### src/rtl/game_ctrl.sv
// game_ctrl
// ---------------------------------------------------------------------------
// Top-level sequencer for the slime game. Runs the play / pause / dying /
// game-over state machine, keeps the live two-digit BCD score, and emits a
// one-cycle slime_die strobe on the cycle the slime enters DYING. All
// outputs are registered. There is one cycle of latency from an input
// sampled on an edge to the outputs that follow that edge.
//
// Parameters
//   DIE_CYCLES  cycles spent in DYING (>= 2)
//   OVER_HOLD   minimum cycles in GAME_OVER before start is accepted (>= 1)
//
// Ports
//   clk        in   system clock, rising edge
//   rst_n      in   synchronous active-low reset
//   start      in   start/restart pulse
//   pause      in   pause toggle pulse
//   pass_tick  in   obstacle-cleared pulse (score +1)
//   collision  in   slime/obstacle overlap level
//   state      out  3-bit state code (see table below)
//   run        out  high only while PLAYING
//   score_0    out  ones digit of the score (BCD)
//   score_1    out  tens digit; 10 means the score has overflowed (>= 100)
//   slime_die  out  one-cycle death strobe
//
// state        | code | meaning
// -------------+------+--------------------------------------------------
// ST_IDLE      |  0   | after reset, waiting for start
// ST_PLAYING   |  1   | game running, score counts pass_tick
// ST_PAUSED    |  2   | frozen until the next pause pulse
// ST_DYING     |  3   | death animation, DIE_CYCLES long
// ST_GAME_OVER |  4   | score frozen, start accepted after OVER_HOLD
// ---------------------------------------------------------------------------

module game_ctrl #(
    parameter int DIE_CYCLES = 25_000_000,
    parameter int OVER_HOLD  = 12_500_000
) (
    input  logic       clk,
    input  logic       rst_n,
    input  logic       start,
    input  logic       pause,
    input  logic       pass_tick,
    input  logic       collision,
    output logic [2:0] state,
    output logic       run,
    output logic [3:0] score_0,
    output logic [3:0] score_1,
    output logic       slime_die
);

    // The die counter only ever holds 0..DIE_CYCLES-1.
    // The hold counter saturates at OVER_HOLD.
    localparam int DW = $clog2(DIE_CYCLES);
    localparam int HW = $clog2(OVER_HOLD + 1);

    localparam logic [DW-1:0] DIE_LAST  = DW'(DIE_CYCLES - 1);
    localparam logic [DW-1:0] DIE_ONE   = DW'(1);
    localparam logic [HW-1:0] HOLD_MAX  = HW'(OVER_HOLD);
    localparam logic [HW-1:0] HOLD_LAST = HW'(OVER_HOLD - 1);
    localparam logic [HW-1:0] HOLD_ONE  = HW'(1);

    localparam logic [3:0] TENS_OVF = 4'd10;

    typedef enum logic [2:0] {
        ST_IDLE      = 3'd0,
        ST_PLAYING   = 3'd1,
        ST_PAUSED    = 3'd2,
        ST_DYING     = 3'd3,
        ST_GAME_OVER = 3'd4
    } state_t;

    state_t        state_q, state_n;
    logic [DW-1:0] die_cnt_q, die_cnt_n;
    logic [HW-1:0] hold_cnt_q, hold_cnt_n;
    logic [3:0]    ones_q, ones_n;
    logic [3:0]    tens_q, tens_n;
    logic          run_q, run_n;
    logic          die_q, die_n;

    logic [3:0]    inc_ones;
    logic [3:0]    inc_tens;
    logic          hold_done;

    // Saturating BCD increment. Once the tens digit reaches the overflow
    // code, the score is frozen at 10/0.
    always_comb begin
        inc_ones = ones_q;
        inc_tens = tens_q;
        if (tens_q != TENS_OVF) begin
            if (ones_q == 4'd9) begin
                inc_ones = 4'd0;
                inc_tens = tens_q + 4'd1;
            end else begin
                inc_ones = ones_q + 4'd1;
            end
        end
    end

    // hold_cnt_q counts the edges already spent in GAME_OVER. A start that
    // is sampled on the edge completing OVER_HOLD cycles is accepted. This
    // means the current value only needs to reach OVER_HOLD-1.
    assign hold_done = (hold_cnt_q >= HOLD_LAST);

    always_comb begin
        state_n    = state_q;
        die_cnt_n  = die_cnt_q;
        hold_cnt_n = hold_cnt_q;
        ones_n     = ones_q;
        tens_n     = tens_q;
        die_n      = 1'b0;

        case (state_q)
            ST_IDLE: begin
                if (start) begin
                    state_n = ST_PLAYING;
                    ones_n  = 4'd0;
                    tens_n  = 4'd0;
                end
            end

            ST_PLAYING: begin
                // A pass_tick in the collision cycle is not counted.
                if (collision) begin
                    state_n   = ST_DYING;
                    die_cnt_n = '0;
                    die_n     = 1'b1;
                end else if (pause) begin
                    state_n = ST_PAUSED;
                end else if (pass_tick) begin
                    ones_n = inc_ones;
                    tens_n = inc_tens;
                end
            end

            ST_PAUSED: begin
                if (pause) begin
                    state_n = ST_PLAYING;
                end
            end

            ST_DYING: begin
                if (die_cnt_q == DIE_LAST) begin
                    state_n    = ST_GAME_OVER;
                    hold_cnt_n = '0;
                end else begin
                    die_cnt_n = die_cnt_q + DIE_ONE;
                end
            end

            ST_GAME_OVER: begin
                // An early start is dropped; it is not remembered.
                if (start && hold_done) begin
                    state_n = ST_PLAYING;
                    ones_n  = 4'd0;
                    tens_n  = 4'd0;
                end else if (hold_cnt_q != HOLD_MAX) begin
                    hold_cnt_n = hold_cnt_q + HOLD_ONE;
                end
            end

            default: begin
                state_n = ST_IDLE;
            end
        endcase

        run_n = (state_n == ST_PLAYING);
    end

    always_ff @(posedge clk) begin
        if (!rst_n) begin
            state_q    <= ST_IDLE;
            die_cnt_q  <= '0;
            hold_cnt_q <= '0;
            ones_q     <= 4'd0;
            tens_q     <= 4'd0;
            run_q      <= 1'b0;
            die_q      <= 1'b0;
        end else begin
            state_q    <= state_n;
            die_cnt_q  <= die_cnt_n;
            hold_cnt_q <= hold_cnt_n;
            ones_q     <= ones_n;
            tens_q     <= tens_n;
            run_q      <= run_n;
            die_q      <= die_n;
        end
    end

    assign state     = state_q;
    assign run       = run_q;
    assign score_0   = ones_q;
    assign score_1   = tens_q;
    assign slime_die = die_q;

endmodule
### config.mk
export PLATFORM = sky130hd
export DESIGN_NAME = game_ctrl
export DESIGN_NICKNAME = d
export VERILOG_FILES = /design/src/rtl/game_ctrl.sv
export SDC_FILE = /design/constraint.sdc
export NUM_CORES = 1
export LEC_CHECK = 0
export ABC_CLOCK_PERIOD_IN_PS = 2600
export BUFFER_PORTS_ARGS = -buffer_cell sky130_fd_sc_hd__buf_2
export CAP_MARGIN = 20
export CORE_AREA = 2 2 81 83
export CTS_CLUSTER_DIAMETER = 200
export DETAILED_ROUTE_END_ITERATION = 8
export DIE_AREA = 0 0 83 85
export GPL_TIMING_DRIVEN = 0
export PLACE_DENSITY_LB_ADDON = 0.2
export SLEW_MARGIN = 20
export SYNTH_ARGS = -nofsm -noshare
export SYNTH_HDL_FRONTEND = slang
export SYNTH_SLANG_ARGS = --single-unit
### constraint.sdc
create_clock -name clk -period 2.6 [get_ports clk]
set_input_delay 0.52 -clock clk [delete_from_list [all_inputs] [get_ports clk]]
set_output_delay 0.52 -clock clk [all_outputs]
set_load 0.1 [all_outputs]
## Word-level counts from Yosys, hierarchy flattened

Index checks and enable logic that the tools add are counted.

- Flip-flop bits (word level): 62
- Bits of input ports: 6
- Output and inout bits: 13
- Logic and storage cells: 72

- Add/subtract/negate cells: 4
- Order comparisons: 1
- Equality and inequality tests: 21
- Mux-type cells: 29
- Reductions and logical operators: 10

Operators with widths:

| operator | count |
|---|---|
| two-way mux 24 bit | 3 |
| two-way mux 25 bit | 2 |
| one-hot mux 25 bit (2 select lines) | 1 |
| two-way mux 4 bit | 12 |
| one-hot mux 24 bit (2 select lines) | 1 |
| adder 25 x 1 -> 25 bit, second input constant | 1 |
| equality test 25 bit, second input constant | 1 |
| adder 24 x 1 -> 24 bit, second input constant | 1 |
| >= comparator 24 bit, second input constant | 1 |
| inequality test 2 bit, second input constant | 12 |
| inequality test 24 bit, second input constant | 1 |
| one-hot mux 4 bit (3 select lines) | 2 |
| two-way mux 3 bit | 6 |
| one-hot mux 3 bit (5 select lines) | 1 |
| adder 4 x 1 -> 4 bit, second input constant | 2 |
| AND reduction 8 bit | 1 |
| AND reduction 7 bit | 1 |
| equality test 3 x 1 -> 1 bit, second input constant | 2 |
| equality test 3 x 2 -> 1 bit, second input constant | 2 |
| equality test 4 bit, second input constant | 1 |
| inequality test 4 bit, second input constant | 1 |
| AND reduction 4 bit | 1 |
| nonzero test 2 bit | 2 |
| equality test 3 bit, second input constant | 1 |
| other kinds (6) | 6 |

## Longest topological paths before layout

Gate-level depths: netlist (run 1).

- Word-level depth: 7
- Mapped depth: 10
- Gate-level depth less buffers: 8

## Worst setup path after synthesis (run 1)

No wires, ideal clock.

- Path kind: flip-flop to flip-flop
- Start point: register state_q[0] (netlist: state[0])
- End point: register die_cnt_q[15]
- Setup time: 0.128 ns
- Arrival time: 2.562 ns
- Path slack: -0.089 ns
- Stages on the path, launching flop included: 8
- Buffers on the path: 2
- Period minus slack after synthesis: 2.689 ns
- Cells stage by stage: dfxtp_1 clkbuf_1 nor3b_1 nand2_1 clkbuf_1 a2111oi_0 xnor2_1 nor2_1

- Longest elaborated chain between the ends: 3
- Elaborated cells between the ends (all ways): 7
- Those cells by class: eq/ne: 4; mux: 1; reduce/logical: 2

Ends and longest elaborated chain:

| item | line | text |
|---|---|---|
| start, declared | 73 | `state_t state_q, state_n;` |
| start signal, assigned | 180 | `state_q <= state_n;` |
| equality test 3 x 2 -> 1 bit or equality test 3 x 1 -> 1 bit (tied branches) | 113 | `case (state_q)` |
| inequality test 2 bit (no line) or nonzero test 2 bit (tied branches) | - |  |
| AND reduction 3 bit (no line) | - |  |
| end signal, assigned | 181 | `die_cnt_q <= die_cnt_n;` |
| end, declared | 74 | `logic [DW-1:0] die_cnt_q, die_cnt_n;` |

Several ways; a longest one is shown, not always the timed one.
A chain may end at the register's enable or synchronous reset.

## Worst setup path in the final report (run 1)

- Start point: register die_cnt_q[6]
- End point: register hold_cnt_q[10]

- Longest elaborated chain between the ends: 3

Ends and longest elaborated chain:

| item | line | text |
|---|---|---|
| equality test 25 bit | 143 | `if (die_cnt_q == DIE_LAST) begin` |
| inequality test 2 bit (no line) | - |  |
| AND reduction 4 bit (no line) | - |  |
| end signal, assigned | 182 | `hold_cnt_q <= hold_cnt_n;` |
| end, declared | 75 | `logic [HW-1:0] hold_cnt_q, hold_cnt_n;` |

No other way between the ends.

==> results.md, run 1 <==
- Met2 WL post-DR: 4200 um
- WS Path Type: register to register
- Setup ws final: -0.0719 ns
- Total negative slack: -0.233 ns
- Die area: 0.00706 sq mm
- Drt pass-1 iters: 5
- Synth area leader: dfxtp_1
- Worst-Margin Slew: about 0.63 ns
- Yosys warnings: 0
- Max Cap Viol: 0
- Tcrit/Tclk final: 103%
- IR drop worst, VDD: 362 uV
- # DRC: 0
- DR vias/cell: slightly above 6
- Vias in the first global route: 3016
- Root Buffer: clkbuf_8
- Pleak: roughly 0.0013 uW
- Yosys reg bits: 62
- Met3 Wirelength: 521 um
- # diodes: 0
- Clock buffer depth: 2
- Clock latency on the worst-skew pair: 0.35 ns
- IO Count: 19
- Cells after DPL: roughly 500
- RSZ-0062 raised after global routing: true
- Max-slew violation count: 0
- CTS tree: yes
- Core Region: approximately 0.0062 sq mm
- CP Data Required Time: 2.88 ns
- Row cnt: 29
- Inserted Clock Buffers: 9
- Final ANT Viol Nets: 0
- Non-filler cells, final: 532
- Remaining Overflow, GRT: 0
- 1st-iter DRT viols: 310
- Setup-failing EPs final: 6
- Largest net degree at the start of global routing: 11
- Element type at the critical path start: register
- Ranking of synthesized cells by area: dfxtp_1 38%, xnor2_1 5.6%, nor2_1 5.0%
- Die Width: approximately 83 um
- Pwr Total: 2130 uW
- Fmax achieved: 0.374 GHz
- Syn nets: 425
- Worst Path Max Fanout: 5
- IO Port Bufs: 18
- Average size of a mapped cell: ~8 sq um
- Routed WL: 8620 um
- EDFF count, synth: 0
- Clk_skew: between 0.01 and 0.015 ns
- Slew HR: between 50% and 60%
- Clk sink count: 62
- H-tree levels: 3
- Layout cells sized above 1: between 15 and 20%
- Hold buffer count at cts: 0
- Failing checks: setup timing
- Minimum clock period: 2.67 ns
- Most used DFF post-synth: dfxtp_1
- FFs w/ async S/R, synth: 0%
- Most frequent cells in the layout: 56 x dfxtp_1, 44 x nor2_1, 30 x nand3_1
- CP arrival: 2.95 ns
- Starting Density: between 50% and 60%
- Placer Congestion: ~0.85
- Final Hold Violating Endpoints: 0
- Clock transition at path regs: about 0.070 ns
- First-pass GRT wire length: 13600 um
- Status: complete, but fails checks
- Area delta synth->final: 20.7%
- Highest metal used: met4
- Global router's overall resource usage: 23.7%
- Vias: 3259
- Die height: 85 um
- Hold_ws: 0.500 ns
- Number of distinct library cells after synthesis: 46
- Sequential share of the synthesized area: 37.7%
- Hold Crit Class: register to register
- Mapped Area: about 0.0033 sq mm
- Crit. End Element: register
- Area share of the largest cell type after synthesis: 37.7%
- Pwr dens: 537 mW/mm^2
- Cells after synthesis: 412
- Wirelength per Cell: 16.2 um
- Most common cell after layout, fill and taps aside: dfxtp_1
- Met1 wire length: 3660 um
- Final #Nets: 463
- Dpl hpwl: 5280 um
- Initial antenna violation count: 0
[report_power, final]
group          leakage, uW  internal [uW]  total [uW]  switching (uW)
clock             0.000120            618         997             379
sequential        0.000503            958         963            5.56
combinational     0.000682           38.4         172             134
[Yosys cell counts (3+ instances only)]
| library cell | count |
|---|---|
| a31oi_1 | 5 |
| o21ai_0 | 24 |
| nor3_1 | 6 |
| nand4_1 | 7 |
| or3_1 | 19 |
| ha_1 | 7 |
| buf_2 | 3 |
| nand2b_1 | 5 |
| nand3_1 | 30 |
| or2_2 | 5 |
| a21oi_1 | 31 |
| inv_1 | 17 |
| a211oi_1 | 8 |
| dfxtp_1 | 62 |
| o31ai_1 | 8 |
| and3_1 | 6 |
| a31o_2 | 3 |
| xnor2_1 | 21 |
| nand2_1 | 28 |
| nor2_1 | 44 |
| or4_1 | 15 |
| and4_1 | 4 |
| a2111oi_0 | 10 |
| clkbuf_1 | 16 |
[logic make-up after synthesis]
kind of cell | synth area share, %
adder cells (fa/ha/maj) | 2.66
AO/OA/AOI/OAI | 19.5
XOR/XNOR | 5.59
buffers and inverters | 4.49
flip-flops | 37.7
AND/OR/NAND/NOR | 29.4
multiplexers | 0.647
[final cells by class]
| class | instances | area, sq um |
|---|---|---|
| buffer | 20 | 129 |
| clock buffer | 13 | 169 |
| clock inverter | 3 | 65.1 |
| fill | 510 | 2240 |
| inverter | 18 | 67.6 |
| multi-input combinational | 313 | 2020 |
| sequential | 62 | 1250 |
| tap | 77 | 96.3 |
| timing repair buffer | 26 | 176 |
[critical path, cell delays in order, from the launching register on]
cell	delay, ns
dfxtp_2	0.34
or4_4	0.54
or4_4	0.56
nor4_4	0.15
buf_6	0.16
buf_12	0.10
o22ai_4	0.08
or4_1	0.54
a21oi_2	0.13
[per-layer routing]
metal	up-vias	track usage [%]
li1	1598	-
met1	1513	29.5
met2	122	40.0
met3	26	4.47
met4	0	10.7
met5	-	0
[worst paths after layout]
path                             startpoint                           to  slack, ns  cells past startpoint
hold reg to reg     score_1[3]$_SDFFE_PN0P_      score_1[3]$_SDFFE_PN0P_       0.50                      2
hold / removal      score_1[3]$_SDFFE_PN0P_      score_1[3]$_SDFFE_PN0P_       0.50                      2
setup reg to reg  die_cnt_q[6]$_SDFFE_PN0P_  hold_cnt_q[10]$_SDFFE_PN0P_      -0.07                      8
setup / recovery  die_cnt_q[6]$_SDFFE_PN0P_  hold_cnt_q[10]$_SDFFE_PN0P_      -0.07                      8
[what timing repair did]
item | in CTS | in global routing
endpoints found under the setup margin | 33 | 52
pin swaps | 35 | 7
buffers inserted | 4 | 2
resized for setup | 31 | 35
gates cloned | 3 | 0
[stage by stage]
step / setup WS [ns] / utilization, % / cell area, sq um
after floorplan: 0.0445 / - / 3290
after global placement: -0.176 / 56.1 / 3480
after detailed placement: -0.224 / 56.1 / 3480
after CTS: -0.0732 / 62.1 / 3850
after global routing: -0.137 / 64.0 / 3970
final: -0.0719 / 64.0 / 3970
[registers in the layout, summed over array words and instances (netlist names)]
| register | flops |
|---|---|
| die_cnt_q | 25 |
| hold_cnt_q | 24 |
| run | 1 |
| score_0 | 4 |
| score_1 | 4 |
| slime_die | 1 |
| state | 3 |
No activity file was read; power rests on OpenSTA's default activity.
==> run 2, diff against run 1 <==
--- a/config.mk
+++ b/config.mk
@@ -8,10 +8,10 @@
 export ABC_CLOCK_PERIOD_IN_PS = 2600
 export BUFFER_PORTS_ARGS = -buffer_cell sky130_fd_sc_hd__buf_2
 export CAP_MARGIN = 20
-export CORE_AREA = 2 2 81 83
+export CORE_AREA = 2 2 100 102
 export CTS_CLUSTER_DIAMETER = 200
 export DETAILED_ROUTE_END_ITERATION = 8
-export DIE_AREA = 0 0 83 85
+export DIE_AREA = 0 0 102 104
 export GPL_TIMING_DRIVEN = 0
 export PLACE_DENSITY_LB_ADDON = 0.2
 export SLEW_MARGIN = 20
==> run 2 against run 1 <==
  * Global-route usage fell by 7.0 points
  * Final cell count rose by 10%
  * The flow now finishes without violations
  * Worst hold slack got worse by 0.0074 ns
  * Die area rose by 50%
  * Largest cell class unchanged
  * Clock skew fell by 0.0056 ns
  * Setup slack improved by 0.090 ns
  * Non-clock buffer count fell by 1
  * Core utilization fell by 22 points
  * Highest routed layer unchanged
==> results.md, run 2 (same netlist as run 1, synthesis figures left out) <==
- H-tree levels: 3
- Pleak: 0.00130 uW
- Vias: 3159
- Number of flip-flops in the largest register: 25
- First-pass GRT wire length: 14300 um
- CP delay by family, top: simple AND/OR/NAND/NOR gates
- Clock power share: 45.3%
- CP max stage delay: around 0.56 ns
- CP Data Required Time: 2.88 ns
- Vias in the first global route: 2932
- IO Count: 19
- Routed WL: slightly below 9000 um
- Die area: 0.0106 sq mm
- Clock transition at path regs: 0.07 ns
- Crit. End Element: register
- Drt pass-1 iters: 4
- Status: completed
- Global router's overall resource usage: 16.7%
- Largest Register: die_cnt_q
- Int Pwr: around 1600 uW
- Placer Congestion: approximately 0.77
- Crit-path slowest cell: or4_4
- Die Width: 102 um
- Total negative slack: 0 ns
- Most common cell after layout, fill and taps aside: dfxtp_1
- Fmax achieved: 0.387 GHz
- Net Sw Frac: 24.8%
- Root Buffer: clkbuf_8
- Remaining Overflow, GRT: 0
- Hold Crit Class: register to register
- Layout cells sized above 1: 20.5%
- Tcrit/Tclk final: between 90 and 100%
- Biggest regs: die_cnt_q (25), hold_cnt_q (24)
- Wirelength per Cell: 14.8 um
- Comb power frac: 8.2%
- Worst Path Max Fanout: 7
- Pwr dens: roughly 510 mW/mm^2
- 1st-iter DRT viols: 92
- DR vias/cell: approximately 5.4
- CP cell instances: or4_4 > or4_4 > nor4_4 > buf_6 > o22ai_4 > buf_6 > or3_4 > a21oi_2
- IR drop worst, VDD: 248 uV
- Initial antenna violation count: 0
- Largest net degree at the start of global routing: 11
- CTS tree: yes
- Seq pwr share: 46.5%
- Clk_skew: 0.00600 ns
- Minimum clock period: 2.58 ns
- # diodes: 0
- Clk sink count: 62
- Filler Cell Count: 1005
- Dpl hpwl: 5830 um
- RSZ-0062 raised after global routing: true
- Inserted Clock Buffers: 9
- CP arrival: 2.86 ns
- Slew HR: 55.6%
- Final ANT Viol Nets: 0
- Final #Nets: 462
- Die height: between 100 and 150 um
- Clock latency on the worst-skew pair: 0.35 ns
- Pwr Total: 2070 uW
- Element type at the critical path start: register
- Starting Density: 34.4%
- Area delta synth->final: 22.9%
- WS Path Type: register to register
- Max-slew violation count: 0
- # DRC: 0
- Max Cap Viol: 0
- Most frequent cells in the layout: 56 x dfxtp_1, 44 x nor2_1, 30 x nand3_1
- Worst-Margin Slew: 0.662 ns
- Row cnt: 36
- Switching Power: 514 uW
- IO Port Bufs: 18
- Core Region: 0.00955 sq mm
- Clock buffer depth: 2
- Setup-failing EPs final: 0
- Final Hold Violating Endpoints: 0
- Buf/Inv on CP: 2
-- run 2: cell count changes in the layout (fill, tap and decap cells not counted), moves of 3 or more --
cell       change
clkbuf_8       -4
or3_1          -4
or3_4          +4
a2111oi_0      +3
a2111oi_1      -3
a21oi_1        -3
a21oi_2        +3
-- run 2: through the flow --
stage | setup slack (ns) | hold WS (ns) | instance area [sq um] | cells | util [%]
after global routing | -0.0970 | 0.523 | 4040 | 587 | 42.3
final | 0.0178 | 0.492 | 4040 | 587 | 42.3
after floorplan | 0.0445 | 0.452 | 3290 | 412 | -
after CTS | -0.0354 | 0.496 | 3890 | 586 | 40.8
after global placement | -0.237 | 0.474 | 3550 | 563 | 37.2
after detailed placement | -0.297 | 0.480 | 3550 | 563 | 37.2
-- run 2: path summary, 6_finish.rpt --
check                       startpoint                          to  slack, ns  cells after the start
max          die_cnt_q[6]$_SDFFE_PN0P_  hold_cnt_q[4]$_SDFFE_PN0P_       0.02                      8
min reg2reg  die_cnt_q[1]$_SDFFE_PN0P_   die_cnt_q[1]$_SDFFE_PN0P_       0.49                      2
max reg2reg  die_cnt_q[6]$_SDFFE_PN0P_  hold_cnt_q[4]$_SDFFE_PN0P_       0.02                      8
min          die_cnt_q[1]$_SDFFE_PN0P_   die_cnt_q[1]$_SDFFE_PN0P_       0.49                      2
-- run 2: layout make-up --
cell class                      count  area, sq um  area share, %
Multi-Input combinational cell    313         2060           50.9
Sequential cell                    62         1250           30.9
Tap cell                          133          166           4.12
Buffer                             20          128           3.16
Inverter                           18         67.6           1.67
Clock buffer                       12          145           3.59
Timing Repair Buffer               25          158           3.90
Clock inverter                      4         70.1           1.73
-- run 2: layer usage --
| metal | GRT usage [%] | vias to the layer above | wire length, um |
|---|---|---|---|
| li1 | - | 1587 | - |
| met1 | 22.6 | 1521 | 4260 |
| met2 | 25.7 | 38 | 4090 |
| met3 | 4.37 | 13 | 268 |
| met4 | 5.43 | 0 | 95 |
| met5 | 0 | - | 0 |
-- run 2: what timing repair did --
action                                  CTS  global route
gates cloned                              3             0
gates resized for setup                  25            46
buffers inserted                          4             1
hold endpoints to repair                  0             0
hold buffers                              0             0
endpoints found under the setup margin   37            53
pin swaps                                27            12
-- run 2: power groups by stage --
| stage | logic (uW) | clock network [uW] | registers, uW |
|---|---|---|---|
| after floorplan | 72.3 | 0 | 1040 |
| after global placement | 164 | 0 | 985 |
| after detailed placement | 166 | 0 | 985 |
| after CTS | 167 | 966 | 963 |
| after global routing | 184 | 1010 | 964 |
| final | 171 | 939 | 964 |
-- run 2: worst reg2reg max path: cells and delay by family, from the launching register on --
kind                   cells  cell delay (ns)
buffers and inverters      2             0.38
AOI/OAI and AO/OA          2             0.24
and+or+nand+nor            4             1.56
DFF                        1             0.34
